--- config.mk ---
export PLATFORM = sky130hd
export DESIGN_NAME = as2650_xbus_ctrl_flat
export DESIGN_NICKNAME = d
export VERILOG_FILES = /design/src/rtl/as2650_xbus_ctrl_if.sv /design/src/rtl/as2650_xbus_ctrl.sv /design/src/flat_wrapper.sv
export SDC_FILE = /design/constraint.sdc
export NUM_CORES = 1
export LEC_CHECK = 0
export CELL_PAD_IN_SITES_DETAIL_PLACEMENT = 2
export CELL_PAD_IN_SITES_GLOBAL_PLACEMENT = 2
export CORE_ASPECT_RATIO = 0.5
export CORE_MARGIN = 2
export CORE_UTILIZATION = 30
export DETAILED_ROUTE_END_ITERATION = 16
export GPL_ROUTABILITY_DRIVEN = 0
export GPL_TIMING_DRIVEN = 0
export HOLD_SLACK_MARGIN = 0.02
export PLACE_DENSITY_LB_ADDON = 0.15
export SYNTH_ARGS = -nofsm -noshare
export SYNTH_HDL_FRONTEND = slang
export SYNTH_SLANG_ARGS = --single-unit
--- constraint.sdc ---
create_clock -name wb_clk_i -period 4.56 [get_ports wb_clk_i]
set_input_delay 0.912 -clock wb_clk_i [delete_from_list [all_inputs] [get_ports wb_clk_i]]
set_output_delay 0.912 -clock wb_clk_i [all_outputs]
set_load 0.02 [all_outputs]
--- src/rtl/as2650_xbus_ctrl_if.sv ---
// Request/response and multiplexed-bus signals of the AS2650 external-bus sequencer.
// The optional ready_i input exists only when AS2650_XBUS_READY_EN is defined.
interface as2650_xbus_ctrl_if #(
    parameter int unsigned ADDR_W = 16,
    parameter int unsigned DATA_W = 8
);
    logic              req_valid;
    logic              req_ready;
    logic              req_we;
    logic [ADDR_W-1:0] req_addr;
    logic [DATA_W-1:0] req_wdata;
    logic              rsp_valid;
    logic [DATA_W-1:0] rsp_rdata;
    logic [DATA_W-1:0] bus_o;
    logic              bus_oe;
    logic [DATA_W-1:0] bus_i;
    logic              le_hi;
    logic              le_lo;
    logic              OEb;
    logic              WEb;
`ifdef AS2650_XBUS_READY_EN
    logic              ready_i;
`endif

    // Sequencer view: takes requests and pad inputs, drives strobes and bus.
    modport slave (
`ifdef AS2650_XBUS_READY_EN
        input  ready_i,
`endif
        input  req_valid, req_we, req_addr, req_wdata, bus_i,
        output req_ready, rsp_valid, rsp_rdata, bus_o, bus_oe, le_hi, le_lo, OEb, WEb
    );

    // Core/pad view: issues requests and returns pad data.
    modport master (
`ifdef AS2650_XBUS_READY_EN
        output ready_i,
`endif
        output req_valid, req_we, req_addr, req_wdata, bus_i,
        input  req_ready, rsp_valid, rsp_rdata, bus_o, bus_oe, le_hi, le_lo, OEb, WEb
    );
endinterface

--- src/rtl/as2650_xbus_ctrl.sv ---
// AS2650 external-bus sequencer: turns single read/write requests into multiplexed
// address/data cycles (le_hi, le_lo, OEb, WEb) on a shared bus.
// Optional feature macro: AS2650_XBUS_READY_EN adds an external ready input that
// stretches the DATA phase once the programmed wait cycles have elapsed.
module as2650_xbus_ctrl #(
    parameter int unsigned ADDR_W      = 16,
    parameter int unsigned DATA_W      = 8,
    parameter int unsigned WAIT_CYCLES = 0,
    parameter bit          HI_REUSE    = 1'b1
) (
    input logic               wb_clk_i,
    input logic               wb_rst_i,
    as2650_xbus_ctrl_if.slave xb
);
    localparam int unsigned HI_W = ADDR_W - DATA_W;

    typedef enum logic [2:0] {
        StIdle, StAhi, StAhiH, StAlo, StAloH, StData, StWrH
    } state_t;

    state_t            state;
    logic              cur_we;
    logic [ADDR_W-1:0] cur_addr;
    logic [DATA_W-1:0] cur_wdata;
    logic [HI_W-1:0]   last_hi;
    logic              hi_valid;
    logic [3:0]        wait_cnt;
    logic              hi_hit;
    logic              data_done;

    // High address byte already held in the external latch: skip the AHI phase.
    always_comb begin
        hi_hit = HI_REUSE && hi_valid && (xb.req_addr[ADDR_W-1:DATA_W] == last_hi);
    end

    // Last DATA cycle: wait states consumed (and external ready, when present).
    always_comb begin
`ifdef AS2650_XBUS_READY_EN
        data_done = (wait_cnt == 4'd0) && xb.ready_i;
`else
        data_done = (wait_cnt == 4'd0);
`endif
    end

    // Sequencer FSM; every bus-facing output is registered here.
    always_ff @(posedge wb_clk_i) begin
        if (wb_rst_i) begin
            state        <= StIdle;
            cur_we       <= 1'b0;
            cur_addr     <= '0;
            cur_wdata    <= '0;
            last_hi      <= '0;
            hi_valid     <= 1'b0;
            wait_cnt     <= 4'd0;
            xb.req_ready <= 1'b1;
            xb.rsp_valid <= 1'b0;
            xb.rsp_rdata <= '0;
            xb.bus_o     <= '0;
            xb.bus_oe    <= 1'b0;
            xb.le_hi     <= 1'b0;
            xb.le_lo     <= 1'b0;
            xb.OEb       <= 1'b1;
            xb.WEb       <= 1'b1;
        end else begin
            xb.rsp_valid <= 1'b0;
            unique case (state)
                StIdle: begin
                    if (xb.req_valid) begin
                        cur_we       <= xb.req_we;
                        cur_addr     <= xb.req_addr;
                        cur_wdata    <= xb.req_wdata;
                        xb.req_ready <= 1'b0;
                        xb.bus_oe    <= 1'b1;
                        if (hi_hit) begin
                            xb.bus_o <= xb.req_addr[DATA_W-1:0];
                            xb.le_lo <= 1'b1;
                            state    <= StAlo;
                        end else begin
                            xb.bus_o <= DATA_W'(xb.req_addr[ADDR_W-1:DATA_W]);
                            xb.le_hi <= 1'b1;
                            state    <= StAhi;
                        end
                    end
                end
                StAhi: begin
                    xb.le_hi <= 1'b0;
                    state    <= StAhiH;
                end
                StAhiH: begin
                    // Latch now holds this high part; remember it for reuse.
                    last_hi  <= cur_addr[ADDR_W-1:DATA_W];
                    hi_valid <= 1'b1;
                    xb.bus_o <= cur_addr[DATA_W-1:0];
                    xb.le_lo <= 1'b1;
                    state    <= StAlo;
                end
                StAlo: begin
                    xb.le_lo <= 1'b0;
                    state    <= StAloH;
                end
                StAloH: begin
                    wait_cnt <= 4'(WAIT_CYCLES);
                    if (cur_we) begin
                        xb.bus_o <= cur_wdata;
                        xb.WEb   <= 1'b0;
                    end else begin
                        xb.bus_oe <= 1'b0;
                        xb.OEb    <= 1'b0;
                    end
                    state <= StData;
                end
                StData: begin
                    if (data_done) begin
                        if (cur_we) begin
                            xb.WEb <= 1'b1;
                            state  <= StWrH;
                        end else begin
                            xb.OEb       <= 1'b1;
                            xb.rsp_rdata <= xb.bus_i;
                            xb.rsp_valid <= 1'b1;
                            xb.req_ready <= 1'b1;
                            state        <= StIdle;
                        end
                    end else if (wait_cnt != 4'd0) begin
                        wait_cnt <= wait_cnt - 4'd1;
                    end
                end
                StWrH: begin
                    xb.bus_oe    <= 1'b0;
                    xb.rsp_valid <= 1'b1;
                    xb.req_ready <= 1'b1;
                    state        <= StIdle;
                end
                default: state <= StIdle;
            endcase
        end
    end
endmodule

--- src/flat_wrapper.sv ---
// flat-port wrapper written by rule: the top's interface ports become plain ports
module as2650_xbus_ctrl_flat 
#(
    parameter int unsigned ADDR_W      = 16,
    parameter int unsigned DATA_W      = 8,
    parameter int unsigned WAIT_CYCLES = 0,
    parameter bit          HI_REUSE    = 1'b1
)
  (wb_clk_i, wb_rst_i, xb_req_valid, xb_req_we, xb_req_addr, xb_req_wdata, xb_bus_i, xb_req_ready, xb_rsp_valid, xb_rsp_rdata, xb_bus_o, xb_bus_oe, xb_le_hi, xb_le_lo, xb_OEb, xb_WEb);
  as2650_xbus_ctrl_if #(.ADDR_W(ADDR_W), .DATA_W(DATA_W)) xb_i ();
  input logic wb_clk_i;
  input logic wb_rst_i;
  input wire logic [$bits(xb_i.req_valid)-1:0] xb_req_valid;
  input wire logic [$bits(xb_i.req_we)-1:0] xb_req_we;
  input wire logic [$bits(xb_i.req_addr)-1:0] xb_req_addr;
  input wire logic [$bits(xb_i.req_wdata)-1:0] xb_req_wdata;
  input wire logic [$bits(xb_i.bus_i)-1:0] xb_bus_i;
  output wire logic [$bits(xb_i.req_ready)-1:0] xb_req_ready;
  output wire logic [$bits(xb_i.rsp_valid)-1:0] xb_rsp_valid;
  output wire logic [$bits(xb_i.rsp_rdata)-1:0] xb_rsp_rdata;
  output wire logic [$bits(xb_i.bus_o)-1:0] xb_bus_o;
  output wire logic [$bits(xb_i.bus_oe)-1:0] xb_bus_oe;
  output wire logic [$bits(xb_i.le_hi)-1:0] xb_le_hi;
  output wire logic [$bits(xb_i.le_lo)-1:0] xb_le_lo;
  output wire logic [$bits(xb_i.OEb)-1:0] xb_OEb;
  output wire logic [$bits(xb_i.WEb)-1:0] xb_WEb;
  assign xb_i.req_valid = xb_req_valid;
  assign xb_i.req_we = xb_req_we;
  assign xb_i.req_addr = xb_req_addr;
  assign xb_i.req_wdata = xb_req_wdata;
  assign xb_i.bus_i = xb_bus_i;
  assign xb_req_ready = xb_i.req_ready;
  assign xb_rsp_valid = xb_i.rsp_valid;
  assign xb_rsp_rdata = xb_i.rsp_rdata;
  assign xb_bus_o = xb_i.bus_o;
  assign xb_bus_oe = xb_i.bus_oe;
  assign xb_le_hi = xb_i.le_hi;
  assign xb_le_lo = xb_i.le_lo;
  assign xb_OEb = xb_i.OEb;
  assign xb_WEb = xb_i.WEb;
  as2650_xbus_ctrl #(.ADDR_W(ADDR_W), .DATA_W(DATA_W), .WAIT_CYCLES(WAIT_CYCLES), .HI_REUSE(HI_REUSE)) u_core (.wb_clk_i(wb_clk_i), .wb_rst_i(wb_rst_i), .xb(xb_i));
endmodule
==> results.txt, run 1 <==
The flow ran to the end, and the final reports show no timing, DRC or antenna violations. The number of placed I/O pins is 59. The floorplan die area came out at roughly 10000 µm². The sum of overflow across all layers after global routing is 0.

The number of H-tree levels came out at 3. The netlist area before placement is 2780 µm². The most used flip-flop cell after synthesis is dfxtp_1. The total of warnings raised by yosys is 0.

The per-cell routed wire length is about 19 µm. The count of port buffers added during placement came out at 58. The worst setup path is of the in2reg kind. met2 is the most crowded layer. The net switching power of the design is about 0.42 mW. The synthesized design spends more area on one cell type than any other, namely dfxtp_1.

In the global route stage, met1 resource usage came out at 23.6%. The clock tree from TritonCTS is done. The initial antenna violation count is 0. The overall power of the completed layout came out at between 1.5 and 2 mW. The utilization after layout is a little over two fifths. For this block, the via count after detailed routing is approximately 2600. The initialized floorplan defines 24 standard-cell rows.

The reg2reg setup slack came out at roughly 2700 ps. The global-route track usage on met2 is between 30% and 40%. The routed design could run at a clock period as short as 2460 ps. The sort of element at the end of the critical path is a register. The relative contribution of the clock network to total power is around half.

The final-report max-slew violation count is 0. The global router's overall resource usage is between 20% and 30%. The horizontal die dimension came out at approximately 140 µm. The critical path data arrival time came out at ~2700 ps.

The placed wire-length estimate after detailed placement is 7070 µm. Synthesis instantiated 39 different standard cells from the library. The initial cell density of the core is 31.4%.

The insertion delay to the later sink of the worst-skew pair came out at 340 ps. In this run the worst path has a maximum fanout of 10. The slew at the pin closest to its max-slew limit is just over 800 ps. On the final layout, the worst clock skew is approximately 7.0 ps.

The final routed wirelength across all metal layers is 9820 µm. The root buffer cell chosen for the clock tree is clkbuf_16. By area the synthesized netlist is led by dfxtp_1, mux2i_1, nand2_1, a21oi_1, nor2_1. The worst path required time is 4800 ps. The antenna diode count is 0. The average via count per standard cell is around 5.1. The min-delay analysis places its worst path in the category reg2reg. The commonest cells after synthesis are dfxtp_1, nand2_1, a21oi_1. The final-stage net count is 428. Synthesis produced around 320 cells.

The global-route wire length before repair came out at 15500 µm. The relative area change from synthesis to final layout is 38.6%. The final critical path takes up between 50 and 60% of the cycle. The worst-case reg-to-reg path depth is 6. The count of endpoints failing setup in the final report is 0. In this run the worst setup path terminates at u_core.xb.le_lo. The number of CTS-inserted buffers is 9. The share of post-route cells with drive strength above 1 came out at 8.10%. Buffers inserted to repair hold after CTS numbered 0. Counting flops with a built-in enable in the synthesized netlist gives 0. The area fraction of the dominant cell type after synthesis came out at 46.0%. Internal power comes to ~1.2 mW. The remaining number of nets flagged by the antenna check after routing came out at 0. The max-capacitance violation count is 0. STA classifies the critical path startpoint as an input pin. The height of the die is 72.1 µm.

The number of inserted filler cells in the final layout is 971. The via count of the first global-routing pass is a little under 3000. The portion of total power attributed to combinational logic is about 14%.

Setup repair after global routing left no endpoint under its margin. The number of setup buffers added after CTS came out at 0. The net switching fraction of the power is between 20 and 30%. The number of resized instances in the post-cts repair step is 0. In this run the standard cell core region covers 8860 µm².

In this run the critical register-to-register path is captured at u_core.xb.bus_o[6]. The count of clock tree sinks is 64. The final count of hold timing violations was 0. The first detailed-routing pass ran for 4 iterations.

Yosys instantiated no cell more often than dfxtp_1. The peak supply drop came out at about 0.19 mV. The summed negative setup slack over all endpoints is 0 ps. The residual DRC count is 0. The source of the worst register-to-register timing path is u_core.state[1]. The met3 demand-to-capacity share in global routing came out at under 10%. The worst slew slack as a fraction of its limit came out at a little under half. The post-synthesis net count is 359. For this block, the initial DRC count from the detailed router was between 100 and 150. Of all flip-flops after synthesis, the portion carrying an async set or reset was 0%. The average size of a mapped cell is slightly below 9 µm².

Registers are responsible for around 37% of the overall power. The maximum clock frequency is a little over 400 MHz. The buffer levels on the longest clock path is 2.

The register bit count reported by yosys is 64. The share of synthesized area occupied by flip-flops and latches came out at roughly 46%. In this run the worst setup path begins at xb_req_addr[10]. For this design the static power due to leakage is approximately 1.5 nW. Entering global routing, the biggest net connects 12 pins.

After clock tree synthesis, the clock-pin slew on the worst setup and hold paths is about 60 ps. The total power per unit cell area is between 400 and 500 nW/µm².
## state kept, by name, summed over array words and instances (netlist names), 3 cells and up
name and count:
u_core.xb.bus_o 8, u_core.cur_addr 16, u_core.state 3, u_core.last_hi 8, u_core.cur_wdata 8, u_core.xb.rsp_rdata 8, u_core.wait_cnt 4
## cell type report
type	instances	area, µm²	share of cell area (%)
multi-input combinational	234	1390	36.1
sequential	64	1280	33.2
timing repair buffer	58	581	15.1
clock buffer	11	243	6.29
tap	117	146	3.79
clock inverter	5	104	2.69
buffer	19	93.8	2.43
inverter	4	15.0	0.389
## logic make-up after synthesis
| group | Yosys count | synth area share [%] |
|---|---|---|
| adders and majority gates | 2 | 0.899 |
| DFF | 64 | 46.0 |
| buffers and inverters | 23 | 3.91 |
| xor gates and xnor gates | 8 | 2.52 |
| AOI/OAI and AO/OA | 76 | 16.3 |
| muxes | 33 | 11.9 |
| and+or+nand+nor | 115 | 18.5 |
## layer usage
layer | routed length [µm] | vias up
met5 | 0 | -
met4 | 96 | 0
met2 | 4930 | 58
li1 | - | 1243
met1 | 4410 | 1311
met3 | 388 | 9
## power by group through the flow
stage	clock [mW]	sequential, mW	combinational, mW
6_report	0.819	0.617	0.226
5_1_grt	0.852	0.621	0.246
4_1_cts	0.833	0.617	0.229
3_5_place_dp	0	0.629	0.225
3_3_place_gp	0	0.625	0.218
2_1_floorplan	0	0.636	0.108
## stage by stage
stage / setup WS [ps] / hold slack, ps / instance area [µm²] / std cells
after detailed placement: 1790 / 456 / 3510 / 496
final: 2100 / 463 / 3860 / 512
after global placement: 1830 / 442 / 3510 / 496
after CTS: 2060 / 464 / 3860 / 512
after floorplan: 2620 / 436 / 2780 / 321
after global routing: 1960 / 483 / 3860 / 512
## critical path: stages
cell and delay [ps]:
clkdlybuf4s50_1 500, xnor2_1 230, nand4_1 170, nor3_2 220, buf_4 270, nand3_1 100, a211oi_1 280
## cell usage in the layout, fill, tap and decap left out, drive strengths merged, types with 2 or more instances in the layout
cell / instances
nor3b: 2
inv: 4
nand3: 3
xnor2: 8
nand3b: 2
o22ai: 8
buf: 10
a21oi: 36
mux2i: 33
nand2: 60
dfxtp: 64
a211oi: 2
bufinv: 3
a22o: 8
ha: 2
a31oi: 2
nor2: 34
clkbuf: 20
clkinv: 2
o21bai: 2
o21ai: 15
nor2b: 3
clkdlybuf4s50: 58
nor3: 2
and3: 2
nand2b: 4
## worst min-delay path by stage
stage,endpoint,cells past startpoint,startpoint,slack (ps)
floorplan,u_core.cur_addr[10],2,u_core.cur_addr[10],440
global placement,u_core.cur_addr[12],2,u_core.cur_addr[12],440
detailed placement,u_core.cur_addr[14],2,u_core.cur_addr[14],460
CTS,u_core.cur_addr[14],2,u_core.cur_addr[14],460
global route,u_core.cur_addr[3],2,u_core.cur_addr[3],480
finish,u_core.cur_addr[14],2,u_core.cur_addr[14],460
No activity file was read; power rests on OpenSTA's default activity.
==> inputs of run 2 (changes only) <==
--- a/config.mk
+++ b/config.mk
@@ -9,7 +9,7 @@
 export CELL_PAD_IN_SITES_GLOBAL_PLACEMENT = 2
 export CORE_ASPECT_RATIO = 0.5
 export CORE_MARGIN = 2
-export CORE_UTILIZATION = 30
+export CORE_UTILIZATION = 27
 export DETAILED_ROUTE_END_ITERATION = 16
 export GPL_ROUTABILITY_DRIVEN = 0
 export GPL_TIMING_DRIVEN = 0
==> constraint.sdc (replaced) <==
create_clock -name wb_clk_i -period 2.25 [get_ports wb_clk_i]
set_input_delay 0.45 -clock wb_clk_i [delete_from_list [all_inputs] [get_ports wb_clk_i]]
set_output_delay 0.45 -clock wb_clk_i [all_outputs]
set_load 0.02 [all_outputs]
==> run 2 against run 1 <==
Critical path depth unchanged. Via count down 1.9%. Sequential share of layout area fell by 0.14 points. Flip-flop and latch count unchanged. Count of clock-buffer cells in the layout decreased by 1. Non-clock buffer count did not move. Critical endpoint is now u_core.xb.bus_o[2]. Largest power group unchanged.
==> results.txt, run 2 (synthesis results as in run 1) <==
The flow ran to the end, and the final reports show no timing, DRC or antenna violations. The number of placed I/O pins is 59 (unchanged). The max-capacitance violation count is 0 (unchanged).

For hold timing, the worst endpoint is u_core.cur_addr[0]. The global-route wire length before repair came out at 15300 µm (-1.2%). The cell leakage power is 1.44 nW (-1.2%). The average via count per standard cell came out at 4.81 (-6.1%). The final cell count without fillers came out at 535 (+4.5%). The number of resized instances in the post-cts repair step is 0 (unchanged). The height of the die is 75.8 µm (+5.1%).

The placed instance count is 519 (+4.6%). The antenna diode count came out at 0 (unchanged). The flip-flop count of the largest register after layout was 16 (unchanged). The clock period minus worst slack is ~2100 ps. The reg2reg setup slack is 360 ps (-2300 ps). The share of post-route cells with drive strength above 1 is 8.35% (+0.25 points). The worst path required time came out at 2440 ps (-2360 ps). Leaving out fill and tap cells, the most frequent cell in the layout is dfxtp_1. The hold buffer count at cts was 0 (unchanged). The maximum clock frequency is roughly 480 MHz. The global router's overall resource usage is 18.4% (-2.0 points). The worst setup slack after placement is -171 ps (-1960 ps). The buffer type at the clock tree root is clkbuf_16. The per-cell routed wire length is 18.6 µm (-3.2%).

The total power per unit cell area came to 841 nW/µm² (+95%). The buffer levels on the longest clock path came out at 2 (unchanged). The DRC violation total after the first TritonRoute iteration came out at 81 (-38%). The via count of the first global-routing pass came out at 2817 (-4.0%). The ratio of final minimum period to clock period came out at between 90% and 100%. The initial antenna violation count came to 0 (unchanged). The count of clock tree sinks came to 64 (unchanged). Setup repair after global routing left no endpoint under its margin. The most flop-heavy register is u_core.cur_addr.

The number of CTS-inserted buffers is 9 (unchanged). The final-report max-slew violation count came out at 0 (unchanged). The remaining number of nets flagged by the antenna check after routing came out at 0 (unchanged). The clock slew seen by the registers of the worst setup and hold paths came out at 60 ps (about the same).

The worst setup path is launched from an input pin. The insertion delay to the later sink of the worst-skew pair came out at 340 ps (about the same). The final-stage net count is 428 (unchanged).

The worst setup path is of the in2reg kind. The maximum fanout encountered on the critical timing path came to 10 (unchanged). The total via count after detailed routing came out at 2572 (-1.9%).

The placed wire-length estimate after detailed placement came to 7160 µm (+1.2%). The critical path data arrival time is 2290 ps (-410 ps). The count of endpoints failing setup in the final report is 0 (unchanged). The residual DRC count came out at 0 (unchanged). The largest net degree at the start of global routing came out at 13 (+1).

The number of inserted filler cells in the final layout was 1116 (+15%). The peak supply drop was 0.438 mV (+140%). The number of setup buffers added after CTS came to 0 (unchanged). The floorplan die area is 11200 µm² (+11%). The worst slew slack as a fraction of its limit is 45.3% (-0.25 points). In this run the critical register-to-register path is captured at u_core.xb.bus_o[4]. The total number of placement rows is 26 (+8.3%). The final count of hold timing violations came out at 0 (unchanged). The smallest setup slack after layout came out at 153 ps (-1950 ps). The final design instance area without fill is 3870 µm² (+0.42%). The worst slack on hold paths came out at 463 ps (-0.310 ps).

The top cell types in the final layout, fill and taps aside, are dfxtp_1, nand2_1, clkdlybuf4s50_1. The area taken by flip-flops and latches came out at 1280 µm² (unchanged). The multi-input logic area came out at 1390 µm² (unchanged).

The count of port buffers added during placement came out at 58 (unchanged). The worst register-to-register path begins at u_core.state[1]. The min-delay analysis places its worst path in the category reg2reg. The slew at the pin closest to its max-slew limit is 818 ps (+3.76 ps).

STA classifies the critical path endpoint as a register. The overall power of the completed layout was 3.26 mW (+96%). The count of TritonRoute iterations in the first routing pass is 4 (unchanged). The worst hold path startpoint is u_core.cur_addr[0]. The initial cell density of the core is 27.5% (-3.9 points). The area inside the core boundary is 10100 µm² (+14%). The number of cells on the worst hold path came out at 2 (unchanged). The worst-case reg-to-reg path depth was 6 (unchanged).

The horizontal die dimension came out at 148 µm (+5.3%). The final routed wirelength across all metal layers came to 9930 µm (+1.1%). The number of H-tree levels was 3 (unchanged). The cell area reported after detailed placement is 3540 µm² (+0.82%). The utilization after layout is 38.3% (-5.3 points).

The sum of overflow across all layers after global routing is 0 (unchanged). The area growth from synthesis to layout is 39.1%. The summed negative setup slack over all endpoints came to 0 ps (unchanged). The final worst clock skew is 3.27 ps (-3.76 ps). TritonCTS built the clock tree.
## run 2: cell type report
class,instances,area share (%)
plain buffers,19,2.52
clock buffers,10,6.17
inverters,4,0.388
clock inverters,6,2.36
well taps,140,4.52
multi-input cells,234,36.0
repair buffers,58,15.0
flip-flops and latches,64,33.1
## run 2: worst max path at each step
stage	startpoint	to	slack, ps	cells past startpoint
after floorplan	u_core.state[1]	u_core.xb.bus_o[4]	760	7
after global placement	xb_req_addr[15]	u_core.xb.bus_o[2]	-140	7
after detailed placement	xb_req_addr[13]	u_core.xb.bus_o[4]	-170	7
after CTS	xb_req_addr[13]	u_core.xb.bus_o[2]	120	7
after global routing	xb_req_addr[13]	u_core.xb.bus_o[2]	40	7
final	xb_req_addr[13]	u_core.xb.bus_o[2]	150	7
## run 2: power breakdown
group | internal [mW] | switching, mW | total [mW]
Clock | 1.00 | 0.546 | 1.55
Combinational | 0.200 | 0.261 | 0.461
Sequential | 1.20 | 0.0469 | 1.25
## run 2: per-layer routing
metal  vias to the layer above  global-route usage [%]  routed length (µm)
li1                       1249                       -                   -
met1                      1272                    22.3                4660
met4                         0                    4.81                 104
met3                        11                    4.73                 267
met5                         -                       0                   0
met2                        40                    33.4                4900
## run 2: critical path, stage by stage
cell and delay, ps:
clkdlybuf4s50_1 520, xnor2_1 240, nand3_1 120, nor3_2 300, buf_6 240, mux2i_1 310
o22ai_1 110
